## config.mk

```make
export PLATFORM = sky130hd
export DESIGN_NAME = axis_pattern_source
export DESIGN_NICKNAME = d
export VERILOG_FILES = /design/src/rtl/axis_pattern_source.sv
export SDC_FILE = /design/constraint.sdc
export NUM_CORES = 1
export LEC_CHECK = 0
export ABC_AREA = 1
export BUFFER_PORTS_ARGS = -buffer_cell sky130_fd_sc_hd__buf_2
export CORE_MARGIN = 4
export CORE_UTILIZATION = 50
export DETAILED_ROUTE_END_ITERATION = 16
export GPL_TIMING_DRIVEN = 0
export PLACE_DENSITY = 0.67
export SLEW_MARGIN = 20
export SYNTH_ARGS = -nofsm -noshare
export SYNTH_HDL_FRONTEND = slang
export SYNTH_SLANG_ARGS = --single-unit
```

## constraint.sdc

```tcl
create_clock -name clk -period 2.7 [get_ports clk]
set_clock_uncertainty 0.2 [all_clocks]
set_input_delay 0.54 -clock clk [delete_from_list [all_inputs] [get_ports clk]]
set_output_delay 0.54 -clock clk [all_outputs]
set_load 0.05 [all_outputs]
```

## src/rtl/axis_pattern_source.sv

```systemverilog
// AXI-Stream master emitting an incrementing byte stream with packet TLAST and source-side valid gaps.
// Build option AXIS_SRC_LFSR_STALL_EN swaps periodic gaps for LFSR-scheduled 1-cycle gaps.
module axis_pattern_source #(
   parameter int unsigned COUNT        = 32,
   parameter logic [7:0]  START_VAL    = 8'd0,
   parameter int unsigned PKT_LEN      = 8,
   parameter int unsigned STALL_PERIOD = 6,
   parameter int unsigned STALL_LEN    = 2
) (
   input  logic        clk,
   input  logic        rst_n,
   input  logic        start,
   output logic        M_AXIS_TVALID,
   output logic [7:0]  M_AXIS_TDATA,
   output logic        M_AXIS_TLAST,
   input  logic        M_AXIS_TREADY,
   output logic        busy,
   output logic        done,
   output logic [31:0] beats_sent
);

   // Valid/ready: a beat moves on a rising edge with TVALID && TREADY; once TVALID
   // is high, TDATA/TLAST are frozen and TVALID stays high until that edge.

   typedef enum logic [1:0] {IDLE, RUN, GAP, DONE} state_t;

   state_t      state_q, state_d;
   logic        tvalid_q, tvalid_d;
   logic [7:0]  tdata_q, tdata_d;
   logic        tlast_q, tlast_d;
   logic        busy_q, busy_d;
   logic        done_q, done_d;
   logic [31:0] beats_q, beats_d;
   logic [31:0] pkt_q, pkt_d;
   logic [31:0] gap_q, gap_d;
   logic [31:0] pkt_nxt;
   logic        hs;
   logic        last_beat;
   logic        gap_take;
   logic [31:0] gap_load;

`ifdef AXIS_SRC_LFSR_STALL_EN
   localparam logic [7:0] LFSR_SEED = 8'hA5;
   logic [7:0] lfsr_q, lfsr_d, lfsr_nxt;

   // Fibonacci LFSR, taps 8,6,5,4; the feedback bit enters at bit 0
   function automatic logic [7:0] lfsr_step(input logic [7:0] v);
      return {v[6:0], v[7] ^ v[5] ^ v[4] ^ v[3]};
   endfunction

   assign lfsr_nxt = lfsr_step(lfsr_q);
   assign gap_take = lfsr_nxt[0];
   assign gap_load = 32'd1;
`else
   logic [31:0] stall_q, stall_d;

   assign gap_take = (STALL_LEN != 0) && (stall_q == STALL_PERIOD - 1);
   assign gap_load = STALL_LEN;
`endif

   assign hs        = tvalid_q && M_AXIS_TREADY;
   assign last_beat = (beats_q == COUNT - 1);
   assign pkt_nxt   = (pkt_q == PKT_LEN - 1) ? 32'd0 : pkt_q + 32'd1;

   always_ff @(posedge clk or negedge rst_n) begin
      if (!rst_n) state_q <= IDLE;
      else        state_q <= state_d;
   end

   always_comb begin
      state_d = state_q;
      case (state_q)
         IDLE: if (start) state_d = RUN;
         RUN: begin
            if (hs) begin
               if (last_beat)     state_d = DONE;
               else if (gap_take) state_d = GAP;
            end
         end
         GAP:  if (gap_q <= 32'd1) state_d = RUN;
         DONE: state_d = IDLE;
         default: state_d = IDLE;
      endcase
   end

   always_comb begin
      tvalid_d = tvalid_q;
      tdata_d  = tdata_q;
      tlast_d  = tlast_q;
      busy_d   = busy_q;
      done_d   = 1'b0;
      beats_d  = beats_q;
      pkt_d    = pkt_q;
      gap_d    = gap_q;
`ifdef AXIS_SRC_LFSR_STALL_EN
      lfsr_d   = lfsr_q;
`else
      stall_d  = stall_q;
`endif
      case (state_q)
         IDLE: begin
            if (start) begin
               tvalid_d = 1'b1;
               tdata_d  = START_VAL;
               tlast_d  = (PKT_LEN == 1) || (COUNT == 1);
               busy_d   = 1'b1;
               beats_d  = 32'd0;
               pkt_d    = 32'd0;
`ifdef AXIS_SRC_LFSR_STALL_EN
               lfsr_d   = LFSR_SEED;
`else
               stall_d  = 32'd0;
`endif
            end
         end
         RUN: begin
            if (hs) begin
               beats_d = beats_q + 32'd1;
               pkt_d   = pkt_nxt;
`ifdef AXIS_SRC_LFSR_STALL_EN
               lfsr_d  = lfsr_nxt;
`else
               stall_d = (stall_q == STALL_PERIOD - 1) ? 32'd0 : stall_q + 32'd1;
`endif
               if (last_beat) begin
                  tvalid_d = 1'b0;
                  tlast_d  = 1'b0;
                  busy_d   = 1'b0;
                  done_d   = 1'b1;
               end else begin
                  tdata_d = tdata_q + 8'd1;
                  // TLAST of the upcoming beat: packet end or final beat of the run
                  tlast_d = (pkt_nxt == PKT_LEN - 1) || (beats_q + 32'd1 == COUNT - 1);
                  if (gap_take) begin
                     tvalid_d = 1'b0;
                     gap_d    = gap_load;
                  end
               end
            end
         end
         GAP: begin
            gap_d = gap_q - 32'd1;
            if (gap_q <= 32'd1) tvalid_d = 1'b1;
         end
         default: ;
      endcase
   end

   always_ff @(posedge clk or negedge rst_n) begin
      if (!rst_n) begin
         tvalid_q <= 1'b0;
         tdata_q  <= 8'd0;
         tlast_q  <= 1'b0;
         busy_q   <= 1'b0;
         done_q   <= 1'b0;
         beats_q  <= 32'd0;
         pkt_q    <= 32'd0;
         gap_q    <= 32'd0;
`ifdef AXIS_SRC_LFSR_STALL_EN
         lfsr_q   <= LFSR_SEED;
`else
         stall_q  <= 32'd0;
`endif
      end else begin
         tvalid_q <= tvalid_d;
         tdata_q  <= tdata_d;
         tlast_q  <= tlast_d;
         busy_q   <= busy_d;
         done_q   <= done_d;
         beats_q  <= beats_d;
         pkt_q    <= pkt_d;
         gap_q    <= gap_d;
`ifdef AXIS_SRC_LFSR_STALL_EN
         lfsr_q   <= lfsr_d;
`else
         stall_q  <= stall_d;
`endif
      end
   end

   assign M_AXIS_TVALID = tvalid_q;
   assign M_AXIS_TDATA  = tdata_q;
   assign M_AXIS_TLAST  = tlast_q;
   assign busy          = busy_q;
   assign done          = done_q;
   assign beats_sent    = beats_q;

endmodule

```

Yosys cells after proc, flatten, opt, wreduce, memory -nomap -nowiden
Index checks and enable logic that the tools add are counted.
{"block": "op_classes", "addsub": 5, "magnitude_cmp": 1, "mux": 39, "eq_ne": 15, "reduce_logical": 12}
{"cell": "2-to-1 mux 32 bit", "n": 9}
{"cell": "one-hot mux 32 bit (2 select lines)", "n": 4}
{"cell": "adder 32 x 1 -> 32 bit, second input constant", "n": 3}
{"cell": "== test 32 x 3 -> 1 bit, second input constant", "n": 3}
{"cell": "== test 32 x 5 -> 1 bit, second input constant", "n": 2}
{"cell": "less-or-equal comparator 32 x 1 -> 1 bit, second input constant", "n": 1}
{"cell": "subtractor 32 x 1 -> 32 bit, second input constant", "n": 1}
{"cell": "2-to-1 mux 8 bit", "n": 3}
{"cell": "one-hot mux 8 bit (2 select lines)", "n": 1}
{"cell": "AND reduction 4 bit", "n": 4}
{"cell": "2-to-1 mux 1 bit", "n": 13}
{"cell": "!= test 2 bit, second input constant", "n": 6}
{"cell": "2-to-1 mux 2 bit", "n": 5}
{"cell": "adder 8 x 1 -> 8 bit, second input constant", "n": 1}
{"cell": "one-hot mux 2 bit (4 select lines)", "n": 1}
{"cell": "AND reduction 5 bit", "n": 1}
{"cell": "== test 2 bit, second input constant", "n": 2}
{"cell": "one-hot mux 1 bit (2 select lines)", "n": 2}
{"cell": "nonzero test 2 bit", "n": 2}
{"cell": "!= test 3 bit, second input constant", "n": 1}
{"cell": "one-hot mux 1 bit (3 select lines)", "n": 1}
{"cell": "AND reduction 3 bit", "n": 1}
{"cell": "nonzero test 3 bit", "n": 1}
{"cell": "== test 2 x 1 -> 1 bit, second input constant", "n": 1}
{"cell": "3 further kinds", "n": 3}
{"block": "word_totals", "wordCells": 82, "output_inout_bits": 44, "ff_bits": 142}

Logic depth before layout (Yosys ltp)
Gate-level depths: netlist of run 1.
{"block": "depth", "word_depth": 7, "mapped_depth": 17, "ltp_nobuf": 17}

Worst setup path before layout of run 1
No wires, ideal clock.
{"block": "synth_path", "path_kind": "register to register", "startpoint": "register beats_q[1], in the netlist beats_sent[1]", "endpoint": "register tlast_q, in the netlist M_AXIS_TLAST", "path_stages_with_launch": 18, "t_arrival_ns": 2.110, "synth_period_minus_slack_ns": 2.376, "slack_ns": 0.324, "t_required_ns": 2.434, "setup_ns": 0.066, "cell_sequence": "dfrtp_1 -> ha_1 -> nand2_1 -> nor2_4 -> nand2_4 -> nor2_4 -> nand2_2 -> inv_2 -> nand2_1 -> nand2_1 -> nand2_1 -> nor2_1 -> nand2_1 -> nor2_1 -> nand2_1 -> nand2_1 -> nand2_1 -> nand2_1"}
{"block": "synth_between", "elab_chain_cells": 6, "word_cells_on_any_way": 7, "cone_classes": "add/sub (1); eq/ne (2); mux (3); reduce/logical (1)"}
{"item": "start, declared", "line": "33", "text": "logic [31:0] beats_q, beats_d;"}
{"item": "start signal, assigned", "line": "170", "text": "beats_q <= beats_d;"}
{"item": "adder 32 x 1 -> 32 bit", "line": "133", "text": "tlast_d = (pkt_nxt == PKT_LEN - 1) || (beats_q + 32'd1 == COUNT - 1);"}
{"item": "== test 32 x 5 -> 1 bit", "line": "133"}
{"item": "logical OR 1 bit", "line": "133"}
{"item": "2-to-1 mux 1 bit (*)", "line": "125", "text": "if (last_beat) begin"}
{"item": "2-to-1 mux 1 bit (*)", "line": "117", "text": "if (hs) begin"}
{"item": "one-hot mux 1 bit (2 select lines) (*)", "line": "100", "text": "case (state_q)"}
{"item": "end signal, assigned", "line": "167", "text": "tlast_q <= tlast_d;"}
{"item": "end, declared", "line": "30", "text": "logic tlast_q, tlast_d;"}
Every way passes the cells marked *; elsewhere a longest branch is shown, timed or not. The select of a mux whose other input is x is not followed.
A chain may end at the register's enable or synchronous reset.

Final worst setup path of run 1
{"block": "layout_path", "startpoint": "register state_q[1]", "endpoint": "register beats_q[11], in the netlist beats_sent[11]"}
{"block": "layout_between", "elab_chain_cells": 3, "word_cells_on_any_way": 7, "cone_classes": "eq/ne (3); mux (1); reduce/logical (3)"}
{"item": "start, declared", "line": "27", "text": "state_t state_q, state_d;"}
{"item": "start signal, assigned", "line": "67", "text": "else state_q <= state_d;"}
{"item": "== test 2 x 1 -> 1 bit or zero test 2 bit (tied branches)", "line": "100"}
{"item": "!= test 2 bit (no line) or nonzero test 2 bit (tied branches)"}
{"item": "AND reduction 3 bit (no line)"}
Parallel ways exist; a longest one is shown, timed or not.

==> results.json, run 1 <==
{
  "synth_common_cells": "nand2_1 (465), nor2_1 (232), inv_1 (175)",
  "post_synth.cell_area_avg_um2": 6.557,
  "worst_pin_slew_ps": 697.3,
  "timing.rr.start": "state_q[1]",
  "yosysSeqAreaShare": 0.3750,
  "yosys_warnings": 0,
  "tns_ps": 0,
  "min_period_over_period": 0.9420,
  "cts_buffers": 17,
  "dieArea_mm2": 0.02122,
  "hold_depth": 3,
  "multiInputGateArea_mm2": 0.005107,
  "relSlewSlack": 0.5309,
  "register_area_mm2": 0.003553,
  "critPathMaxFanout": 10,
  "place_worst_setup_slack_ps": -30.11,
  "fin_util": 0.5742,
  "crit_chain": "inv_2 -> nand2_4 -> nor2_8 -> inv_8 -> nand2_2 -> buf_2 -> buf_2 -> clkbuf_4 -> o22ai_1",
  "ir_drop_mv": 0.5527,
  "grt_pass1_wl_mm": 43.21,
  "io_pins": 48,
  "synth_top_area_cell": "dfrtp_1",
  "clk_pin_slew_ps": 70,
  "worst-path-buf-inv": 5,
  "die_w_um": 145.7,
  "die_y_um": 145.7,
  "synth_edf_count": 0,
  "drt_wl_total_mm": 26.40,
  "io_buffers": 47,
  "power.switching_w": 0.003273,
  "whs_ps": 282.7,
  "synth_ff_type": "dfrtp_1",
  "synth-seq-cells": 142,
  "met2WireLength_mm": 12.00,
  "hold_path_end": "busy",
  "synth.area.top_cells": "dfrtp_1 (38%), nand2_1 (18%), nor2_1 (9.2%), inv_1 (6.9%), nand3_1 (5.2%)",
  "max_freq_mhz": 393.2,
  "power_frac_comb": 0.308,
  "switching_share": 0.3975,
  "fill_cells": 1798,
  "cts_setup_buffers": 0,
  "met1Wirelength_mm": 12.45,
  "cp.required_ps": 2760,
  "rsz0062_at_grt": "false",
  "core_mm2": 0.01864,
  "ant_nets": 0,
  "layout_setup_ws_ps": 156.6,
  "finalNetCount": 1525,
  "clkPwrFrac": 0.318,
  "drive_gt1_frac": 0.09508,
  "met3_length_mm": 1.443,
  "reg2reg_depth": 9,
  "hold_path.class": "in2reg",
  "power_frac_seq": 0.373,
  "route.detailed.drc": 0,
  "htree_levels": 4,
  "cp-start-kind": "flip-flop",
  "dp_hpwl_mm": 19.92,
  "insertion_delay_ps": 430,
  "synth_top_area_share": 0.3750,
  "place_area_mm2": 0.01004,
  "syn_area_mm2": 0.009475,
  "cpPeakStageDelay_ps": 390,
  "crit_family": "buffers and inverters",
  "wl_per_cell_um": 15.01,
  "synthDistinctLibCells": 46,
  "worstSetupEndpointType": "flip-flop",
  "first_iter_violations": 685,
  "vias": 9470,
  "grt_pass1_vias": 8717,
  "p_leak_nw": 4.877,
  "antenna_found_initial": 0,
  "regToRegEndpoint": "beats_sent[11]",
  "std_cell_rows": 50,
  "cts_tree": "built",
  "areaGrowthSynthToFinish_pct": 12.97,
  "async_reset_ff_frac": 1.000,
  "grt_max_degree": 77,
  "maxSlewViolCount": 0,
  "maxCapViolCount": 0,
  "critPathKind": "reg2reg",
  "global_route.overflow_total": 0,
  "grtUsageTotal": 0.2474,
  "clockBufferDepth": 2,
  "p_per_area_mw_per_mm2": 769.3,
  "outcome": "completed",
  "routed_via_density": 5.384,
  "hp-start": "start",
  "top_layer_used": "met4",
  "diodes": 0,
  "hold_viol_final": 0,
  "p_int_w": 0.004962,
  "synth_most_common_cell": "nand2_1",
  "cts_root_buf": "clkbuf_16",
  "gp_congestion": 0.9673,
  "crit_top_cell": "buf_2",
  "start_util": 0.5083,
  "fin_crit_ps": 2543,
  "fin_area_mm2": 0.01070,
  "setup_viol": 0,
  "r2r_slack_ps": 160,
  "critPathArrivalTime_ps": 2610,
  "syn_inst": 1445,
  "clock_sinks": 142,
  "first_pass_iters": 8,
  "slowest_stage": "dfrtp_1",
  "synth_fp_nets": 1457
}
[flip-flops by register name, summed over array words and instances (netlist names)]
signal / count
stall_q: 32
gap_q: 32
state_q: 2
M_AXIS_TDATA: 8
busy: 1
M_AXIS_TVALID: 1
pkt_q: 32
done: 1
M_AXIS_TLAST: 1
beats_sent: 32
[how the worst max path moves through the flow]
stage	start	endpoint	slack, ps	cells past startpoint
floorplan	beats_sent[1]	M_AXIS_TLAST	320	17
global placement	rst_n	stall_q[15]	-1270	1
detailed placement	M_AXIS_TREADY	beats_sent[11]	-30	9
CTS	state_q[1]	beats_sent[11]	130	9
global route	state_q[1]	beats_sent[11]	4	9
finish	state_q[1]	beats_sent[11]	160	9
[final cells by class]
type	instances	area share
multi-input cells	1096	0.4771
flip-flops and latches	142	0.3320
inverters	181	0.06417
clock buffers	20	0.04267
well taps	234	0.02735
repair buffers	49	0.02642
clock inverters	11	0.01765
plain buffers	26	0.01262
[worst register-to-register path, cell delays in order, from the launching register on]
cell and delay (ps):
dfrtp_1 390, inv_2 170, nand2_4 140, nor2_8 210, inv_8 60, nand2_2 130
buf_2 290, buf_2 340, clkbuf_4 330, o22ai_1 130
[through the flow]
| step | std cells | power [W] |
|---|---|---|
| after floorplan | 1445 | 0.004883 |
| after global placement | 1726 | 0.005569 |
| after detailed placement | 1727 | 0.005615 |
| after CTS | 1759 | 0.008258 |
| after global routing | 1759 | 0.008721 |
| final | 1759 | 0.008235 |
[cell families (layout without fill, tap and decap cells)]
logic type	count (synthesis)	in the layout	synth area share
AOI/OAI and AO/OA	133	133	0.07989
DFF	142	142	0.3750
buffers and inverters	207	287	0.08649
and+or+nand+nor	920	920	0.4157
xor gates and xnor gates	35	35	0.03235
adders and majority gates	8	8	0.01056
[cells in the final DEF (no fill, tap or decap), types with 3 or more instances in the layout]
| master | synthesis | final |
|---|---|---|
| or2_2 | 15 | 15 |
| o21ai_0 | 61 | 61 |
| o31ai_1 | 6 | 6 |
| clkinv_2 | 0 | 3 |
| clkbuf_16 | 0 | 17 |
| inv_2 | 5 | 5 |
| nor4_1 | 12 | 12 |
| buf_4 | 3 | 3 |
| a21oi_1 | 14 | 14 |
| buf_2 | 11 | 56 |
| ha_1 | 8 | 8 |
| nand3_1 | 98 | 98 |
| clkbuf_8 | 1 | 3 |
| nand2_2 | 6 | 6 |
| inv_1 | 175 | 175 |
| nor2_1 | 232 | 232 |
| nor3_1 | 32 | 31 |
| a31oi_1 | 3 | 3 |
| clkbuf_1 | 11 | 12 |
| nand4_1 | 31 | 31 |
| bufinv_16 | 0 | 5 |
| dfrtp_1 | 142 | 142 |
| nor3b_1 | 3 | 3 |
| o21ai_1 | 4 | 4 |
| o22ai_1 | 36 | 36 |
| nand2_1 | 465 | 465 |
| nor2_2 | 10 | 10 |
| xor2_1 | 33 | 33 |
| nor2_4 | 4 | 4 |
[power groups by stage]
stage               registers [W]  logic [W]  clock network (W)
global placement          0.00308    0.00249                  0
floorplan                 0.00351    0.00137                  0
detailed placement        0.00308    0.00253                  0
CTS                       0.00306    0.00254            0.00266
finish                    0.00308    0.00254            0.00262
global route              0.00314    0.00283            0.00276
[timing repair]
action                                  in CTS  in global routing
hold endpoints to repair                    66                  0
hold buffers                                 1                  0
endpoints found under the setup margin       0                  9
resized for setup                            0                  2
[layer usage]
layer | track usage | up-vias
met2 | 0.3952 | 265
met5 | 0 | -
li1 | - | 4761
met3 | 0.04391 | 45
met1 | 0.3491 | 4399
met4 | 0.06505 | 0
Power figures use the tool's default switching activity.
==> run 2: changes to the inputs <==
--- a/config.mk
+++ b/config.mk
@@ -5,7 +5,6 @@
 export SDC_FILE = /design/constraint.sdc
 export NUM_CORES = 1
 export LEC_CHECK = 0
-export ABC_AREA = 1
 export BUFFER_PORTS_ARGS = -buffer_cell sky130_fd_sc_hd__buf_2
 export CORE_MARGIN = 4
 export CORE_UTILIZATION = 50
==> run 2 against run 1 <==
The flow now finishes with violations (negative setup slack); critical path depth shrank 3; highest routed layer unchanged; power shrank 8.9%; sequential power shrank 19%; largest power group is now combinational logic.
==> results.json, run 2 <==
{
  "async_reset_ff_frac": 1.000,
  "switching_share": 0.3955,
  "insertion_delay_ps": 430,
  "timing.rr.start": "gap_q[5]",
  "hold_path.class": "reg2reg",
  "cp-start-kind": "flip-flop",
  "io_buffers": 47,
  "worst_pin_slew_ps": 861.6,
  "synthDistinctLibCells": 57,
  "cpPeakStageDelay_ps": 610,
  "fin_crit_ps": 3020,
  "synth_common_cells": "dfrtp_1 (142), o21ai_0 (121), nand2_1 (118)",
  "p_leak_nw": 4.747,
  "critPathMaxFanout": 7,
  "slowest_stage": "or4_4",
  "outcome": "complete, but fails checks",
  "first_pass_iters": 6,
  "gp_congestion": 0.9037,
  "synth_fp_nets": 1065,
  "antenna_found_initial": 0,
  "place_worst_setup_slack_ps": -805.6,
  "hold_viol_final": 0,
  "crit_path_start": "gap_q[5]",
  "wl_per_cell_um": 19.69,
  "synth_top_area_share": 0.4111,
  "drt_wl_total_mm": 27.45,
  "core_mm2": 0.01676,
  "io_pins": 48,
  "yosysSeqAreaShare": 0.4111,
  "clockBufferDepth": 2,
  "synth.area.top_cells": "dfrtp_1 (41%), o21ai_0 (7.0%), nand2_1 (5.1%), nor2_1 (4.0%), nor4_1 (3.9%)",
  "first_iter_violations": 777,
  "areaGrowthSynthToFinish_pct": 28.69,
  "std_cell_rows": 47,
  "max_freq_mhz": 331.2,
  "crit_chain": "or3_4 -> or4_4 -> or3_4 -> or4_4 -> or4_4 -> a21oi_2",
  "worstSetupEndpointType": "flip-flop",
  "multiInputGateArea_mm2": 0.005460,
  "start_util": 0.5158,
  "global_route.overflow_total": 0,
  "grtUsageTotal": 0.2761,
  "grt_pass1_wl_mm": 43.75,
  "power_frac_seq": 0.331,
  "final_cell_mix": "dfrtp_1 (118), o21ai_0 (118), nand2_1 (117)",
  "dieArea_mm2": 0.01946,
  "cts_tree": "built",
  "layout_setup_ws_ps": -319.7,
  "syn_inst": 1053,
  "place_area_mm2": 0.009291,
  "min_period_over_period": 1.118,
  "route.detailed.drc": 0,
  "die_w_um": 139.5,
  "clk_pin_slew_ps": 70,
  "maxCapViolCount": 0,
  "synth_most_common_cell": "dfrtp_1",
  "critPathKind": "reg2reg",
  "relSlewSlack": 0.4256,
  "p_int_w": 0.004537,
  "hp-start": "stall_q[28]",
  "rsz0062_at_grt": "true",
  "violations": "negative setup slack",
  "ir_drop_mv": 0.5140,
  "power_frac_comb": 0.338,
  "critPathArrivalTime_ps": 3180,
  "grt_pass1_vias": 8303,
  "p_per_area_mw_per_mm2": 674.6,
  "maxSlewViolCount": 0,
  "synth_top_area_cell": "dfrtp_1",
  "syn_area_mm2": 0.008645,
  "ant_nets": 0,
  "htree_levels": 4,
  "register_area_mm2": 0.003583,
  "fin_area_mm2": 0.01112,
  "yosys_warnings": 0,
  "diodes": 0,
  "clock_sinks": 142,
  "die_y_um": 139.5,
  "synth_edf_count": 0,
  "whs_ps": 322.1,
  "synth-seq-cells": 142,
  "routed_via_density": 6.366,
  "vias": 8874,
  "cp.required_ps": 2860,
  "clkPwrFrac": 0.331,
  "setup_viol": 22,
  "finalNetCount": 1173,
  "dp_hpwl_mm": 17.53,
  "cts_root_buf": "clkbuf_16",
  "post_synth.cell_area_avg_um2": 8.209,
  "grt_max_degree": 98,
  "cts_buffers": 17,
  "synth_ff_type": "dfrtp_1",
  "drive_gt1_frac": 0.2581,
  "crit_top_cell": "or4_4",
  "power.switching_w": 0.002968,
  "fill_cells": 1351
}
==> run 2: cell count changes in the layout (fill, tap and decap cells not counted), moves of 31 or more <==
cell / previous run / this run
xnor2_1: 2 / 36
nor2_1: 232 / 86
nand2_1: 465 / 117
o21ai_0: 61 / 118
buf_4: 3 / 62
o22ai_1: 36 / 5
nand3_1: 98 / 43
inv_1: 175 / 20
==> run 2: per-layer routing <==
metal / vias up / share of wire / track usage
li1: 4110 / - / -
met1: 4288 / 0.43 / 0.3860
met2: 399 / 0.45 / 0.4242
met3: 77 / 0.081 / 0.06175
met4: 0 / 0.031 / 0.09784
met5: - / 0 / 0
==> run 2: power by group through the flow <==
stage / clock network, W / logic (W) / registers [W]
finish: 0.00248 / 0.00254 / 0.00248
detailed placement: 0 / 0.00199 / 0.00252
CTS: 0.00250 / 0.00228 / 0.00245
floorplan: 0 / 0.00113 / 0.00262
global placement: 0 / 0.00195 / 0.00251
global route: 0.00260 / 0.00275 / 0.00251
==> run 2: metrics by stage <==
stage,std cells,setup TNS [ps],total power [W],utilization
after floorplan,1053,-2332,0.003747,-
after global placement,1320,-222920,0.004453,0.5521
after detailed placement,1321,-53740,0.004505,0.5544
after CTS,1369,-2242,0.007229,0.6302
after global routing,1394,-5583,0.007849,0.6638
final,1394,-3583,0.007505,0.6638
==> run 2: logic make-up after synthesis <==
family	share of synthesized area
simple gates	0.3012
compound gates	0.1686
flops	0.4111
buf+inv	0.04299
xor+xnor	0.05876
fa+ha+maj	0.01158
mux	0.005790
==> run 2: final timing paths <==
kind,to,slack [ps],cells past startpoint
min reg2reg,stall_q[28],320,1
max,gap_q[21],-320,6
min in group asynchronous,gap_q[28],390,2
max reg2reg,gap_q[21],-320,6
max in group asynchronous,beats_sent[10],1080,3
min,stall_q[28],320,1
==> run 2: final cells by class <==
class,instances,share of cell area
Clock inverter,15,0.01642
Timing Repair Buffer,118,0.07513
Sequential cell,142,0.3221
Inverter,20,0.006748
Tap cell,220,0.02474
Clock buffer,17,0.03824
Buffer,49,0.02576
Multi-Input combinational cell,813,0.4908
==> run 2: critical path, delay by kind of cell, from the launching register on <==
family,cells,cell delay [ps]
simple gates,5,2230
flops,1,390
compound gates,1,130
==> run 2: repair_timing <==
item	in CTS	in global routing
hold endpoints to repair	45	0
endpoints found under the setup margin	128	98
buffers inserted	30	40
cloned	0	0
resized for setup	113	93
pin swaps	33	49
hold buffers	1	0
